<file path="src/rtl/tb_sequencer_pkg.sv">
// Shared definitions for the vector sequencer: FSM states, LFSR and operand constants.
// Latency: n/a (types and constants only).
// Backpressure: n/a.
package tb_sequencer_pkg;

  typedef enum logic [2:0] {
    IDLE  = 3'd0,
    LOAD  = 3'd1,
    DRIVE = 3'd2,
    WAIT  = 3'd3,
    CHECK = 3'd4,
    DONE  = 3'd5
  } state_e;

  localparam logic [31:0] LFSR_MASK    = 32'h80200003;
  localparam logic [31:0] OPB_XOR      = 32'hA5A5A5A5;
  localparam logic [31:0] LFSR_RST_VAL = 32'h00000001;
  localparam int          DEFAULT_LAT  = 2;
  localparam int          DEFAULT_CNTW = 16;

  // One step of the right-shifting Galois LFSR.
  function automatic logic [31:0] lfsr_next(input logic [31:0] s);
    lfsr_next = {1'b0, s[31:1]} ^ (s[0] ? LFSR_MASK : 32'h0);
  endfunction

endpackage

</file>
<file path="src/rtl/tb_sequencer_lfsr32.sv">
// 32-bit Galois LFSR with synchronous load and step enable.
// Latency: state_o reflects a load or step one cycle after load_i/en_i.
// Backpressure: none; en_i gates stepping, load_i has priority over en_i.
// Ports: clk, reset (async active-low), load_i, en_i, seed_i[31:0], state_o[31:0].
module lfsr32
  import tb_sequencer_pkg::*;
(
  input  logic        clk,
  input  logic        reset,
  input  logic        load_i,
  input  logic        en_i,
  input  logic [31:0] seed_i,
  output logic [31:0] state_o
);

  logic [31:0] state_q;

  always_ff @(posedge clk or negedge reset) begin
    if (!reset) begin
      state_q <= LFSR_RST_VAL;
    end else if (load_i) begin
      state_q <= seed_i;
    end else if (en_i) begin
      state_q <= lfsr_next(state_q);
    end
  end

  assign state_o = state_q;

endmodule

</file>
<file path="config.mk">
export PLATFORM = sky130hd
export DESIGN_NAME = lfsr32
export DESIGN_NICKNAME = d
export VERILOG_FILES = /design/src/rtl/tb_sequencer_pkg.sv /design/src/rtl/tb_sequencer_lfsr32.sv
export SDC_FILE = /design/constraint.sdc
export NUM_CORES = 1
export LEC_CHECK = 0
export CORE_MARGIN = 5
export CORE_UTILIZATION = 45
export CTS_CLUSTER_DIAMETER = 50
export DETAILED_ROUTE_END_ITERATION = 8
export PLACE_DENSITY = 0.9
export SLEW_MARGIN = 0
export SYNTH_ARGS = -nofsm -noshare
export SYNTH_HDL_FRONTEND = slang
export SYNTH_SLANG_ARGS = --single-unit
</file>
<file path="constraint.sdc">
create_clock -name clk -period 2.1 [get_ports clk]
set_clock_uncertainty 0.05 [all_clocks]
set_input_delay 0.42 -clock clk [delete_from_list [all_inputs] [get_ports clk]]
set_output_delay 0.42 -clock clk [all_outputs]
set_load 0.05 [all_outputs]
</file>
==> run summary <==
Pwr/cell area: 757 nW/um^2
CP startpoint kind: register
Post-CTS Hold Fix Bufs: 0
Routability Congestion: 0.689
Die ar.: 4670 um^2
Largest net degree at the start of global routing: 33
Die span in y: 68.3 um
Post-CTS sizing: 0
Sequential share of power: 0.434
Post-synthesis sequential area ratio: 0.524
Synth Area per Inst: 10.7 um^2
Total track usage: 0.169
CTS H-Tree Depth: 2
Synth Net Count: 179
Crit-path cells: clkdlybuf4s50_1
Core Area: 3310 um^2
VDD IR max: 0.000495 V
Achievable frequency: 492 MHz
FFs w/ async S/R, synth: 1.00
RSZ-0062 raised after global routing: no
Hpwl dp: 2.70 mm
Initial DRC count: 31
Hold crit path type: input pin to asynchronous set/reset pin
Net Sw Frac: 0.363
Yosys cell types: 17
Final min period: 2.03 ns
Drt drc: 0
Vias per Instance: 4.88
Final Slew Violations: 0
Final period util: 0.967
Effective utilization at floorplan: 0.462
Worst path bufs/invs: 1
Status: finished, final reports clean
Final nets: 246
Clk sinks: 32
Total grt overflow: 0
Commonest register cell after synthesis: dfrtp_1
Slew @ Worst Pin: 0.519 ns
Post-synth EDFFs: 0
Synth top cells by count: 32 x nand2_1, 31 x dfrtp_1, 29 x mux2i_1, 29 x o21ai_1, 5 x buf_2
YS warnings: 0
Initial antenna violation count: 0
Sw Pwr: 620 uW
Hold Slack: 0.428 ns
Max Cap Viol: 0
Synth Register Bits: 32
Slew HR: 0.653
Count leader, synth: nand2_1
Final WL: 3.60 mm
CP max stage cell: clkdlybuf4s50_1
Mapped Area: 1530 um^2
Synth top area cells: dfrtp_1 51%, mux2i_1 19%, o21ai_1 9.5%, nand2_1 7.8%, buf_6 2.2%
Top delay family on crit path: buffers and inverters
Setup Fix Bufs, Post-CTS: 0
Combinational power share: 0.354
Routed len/inst: 14.0 um
Leakage: 1.00 nW
Clock Path Buffers: 2
Req. time, crit path: 1.63 ns
Area share of the largest cell type after synthesis: 0.507
Area Growth Syn to Fin: 47.5%
Ratio of cells with drive above 1 in the final layout: 0.0664
Worst-path clk slew: 0.10 ns
Vias in the first global route: 1208
Setup TNS: 0 ns
Post-synthesis cell count: 143
Internal power: 1.09 mW
Port-buffer cells: 67
CP peak stage delay: 0.83 ns
Via Count: 1255
Fill count: 282
Worst Setup Path Type: register to output port
First-pass iteration count of the detailed router: 4
Crit path max fanout: 3
Clock Tree Root: clkbuf_4
Final setup vio count: 0
Final ANT Viol Nets: 0
Clock network power share: 0.212
Clock Latency Late Sink: 0.32 ns
Max reg flops: 32
Diode count: 0
FP Rows: 21
CTS tree: yes
CTS Buf Count: 5
Chip Width: 68.3 um
IO Pins: 68
Global-route wire length before repair: 5.66 mm
Final Hold Viols: 0
Crit. End Element: output port
WP data arrival: 1.56 ns
Synth area leader: dfrtp_1
-- routing by layer --
metal | track usage | routed length (um)
met5 | 0 | 0
met4 | 0.0521 | 47
met3 | 0.0706 | 284
met2 | 0.288 | 1780
met1 | 0.191 | 1500
-- per-stage QoR --
step	worst slack, ns	std cells	utilization	total power [mW]	area [um^2]
3_5_place_dp	0.422	249	0.664	1.36	2200
2_1_floorplan	0.873	143	-	1.12	1530
4_1_cts	0.0404	257	0.682	1.73	2260
3_3_place_gp	0.441	249	0.664	1.35	2200
5_1_grt	0.00372	257	0.682	1.80	2260
6_report	0.0685	257	0.682	1.71	2260
-- cells by family (layout without fill, tap and decap cells) --
logic type / count (synthesis) / after routing / share of synthesized area
buf+inv: 11 / 79 / 0.0589
compound gates: 32 / 32 / 0.111
mux: 29 / 29 / 0.190
flops: 32 / 32 / 0.524
xor+xnor: 2 / 2 / 0.0114
simple gates: 37 / 37 / 0.105
-- path summary, 6_finish.rpt --
| check | startpoint | to | slack (ns) | cells after the start |
|---|---|---|---|---|
| min reg2reg | state_o[11]$_DFFE_PN0P_ | state_o[10]$_DFFE_PN0P_ | 0.53 | 2 |
| min in group clk | load_i | state_o[28]$_DFFE_PN0P_ | 0.50 | 3 |
| max reg2reg | state_o[0]$_DFFE_PN1P_ | state_o[0]$_DFFE_PN1P_ | 1.03 | 2 |
| max in group asynchronous | reset | state_o[0]$_DFFE_PN1P_ | 1.24 | 2 |
| max | state_o[2]$_DFFE_PN0P_ | state_o[2] | 0.07 | 1 |
| min | reset | state_o[27]$_DFFE_PN0P_ | 0.43 | 2 |
-- power groups by stage --
| stage | clock (mW) | combinational (mW) | sequential (mW) |
|---|---|---|---|
| floorplan | 0 | 0.145 | 0.977 |
| global placement | 0 | 0.601 | 0.748 |
| detailed placement | 0 | 0.610 | 0.754 |
| CTS | 0.379 | 0.611 | 0.743 |
| global route | 0.409 | 0.638 | 0.753 |
| finish | 0.363 | 0.604 | 0.741 |
-- cell type report --
cell class	instances	area, um^2	share of cell area
Tap cell	46	57.6	0.0255
Clock buffer	8	58.8	0.0261
Timing Repair Buffer	71	701	0.310
Sequential cell	32	802	0.355
Multi-Input combinational cell	100	638	0.283
-- cells in the final DEF (no fill, tap or decap), types with 2 or more instances in the layout --
| cell | netlist | layout |
|---|---|---|
| clkbuf_1 | 1 | 2 |
| xnor2_1 | 2 | 2 |
| dfrtp_1 | 31 | 31 |
| mux2i_1 | 29 | 29 |
| o21ai_1 | 29 | 29 |
| nand2_1 | 32 | 32 |
| clkdlybuf4s50_1 | 0 | 64 |
| buf_2 | 5 | 2 |
| clkbuf_4 | 0 | 5 |
| buf_4 | 1 | 4 |
| or3b_1 | 2 | 2 |
| o211ai_1 | 2 | 2 |
Note: power is estimated with default switching activity, not from simulation.
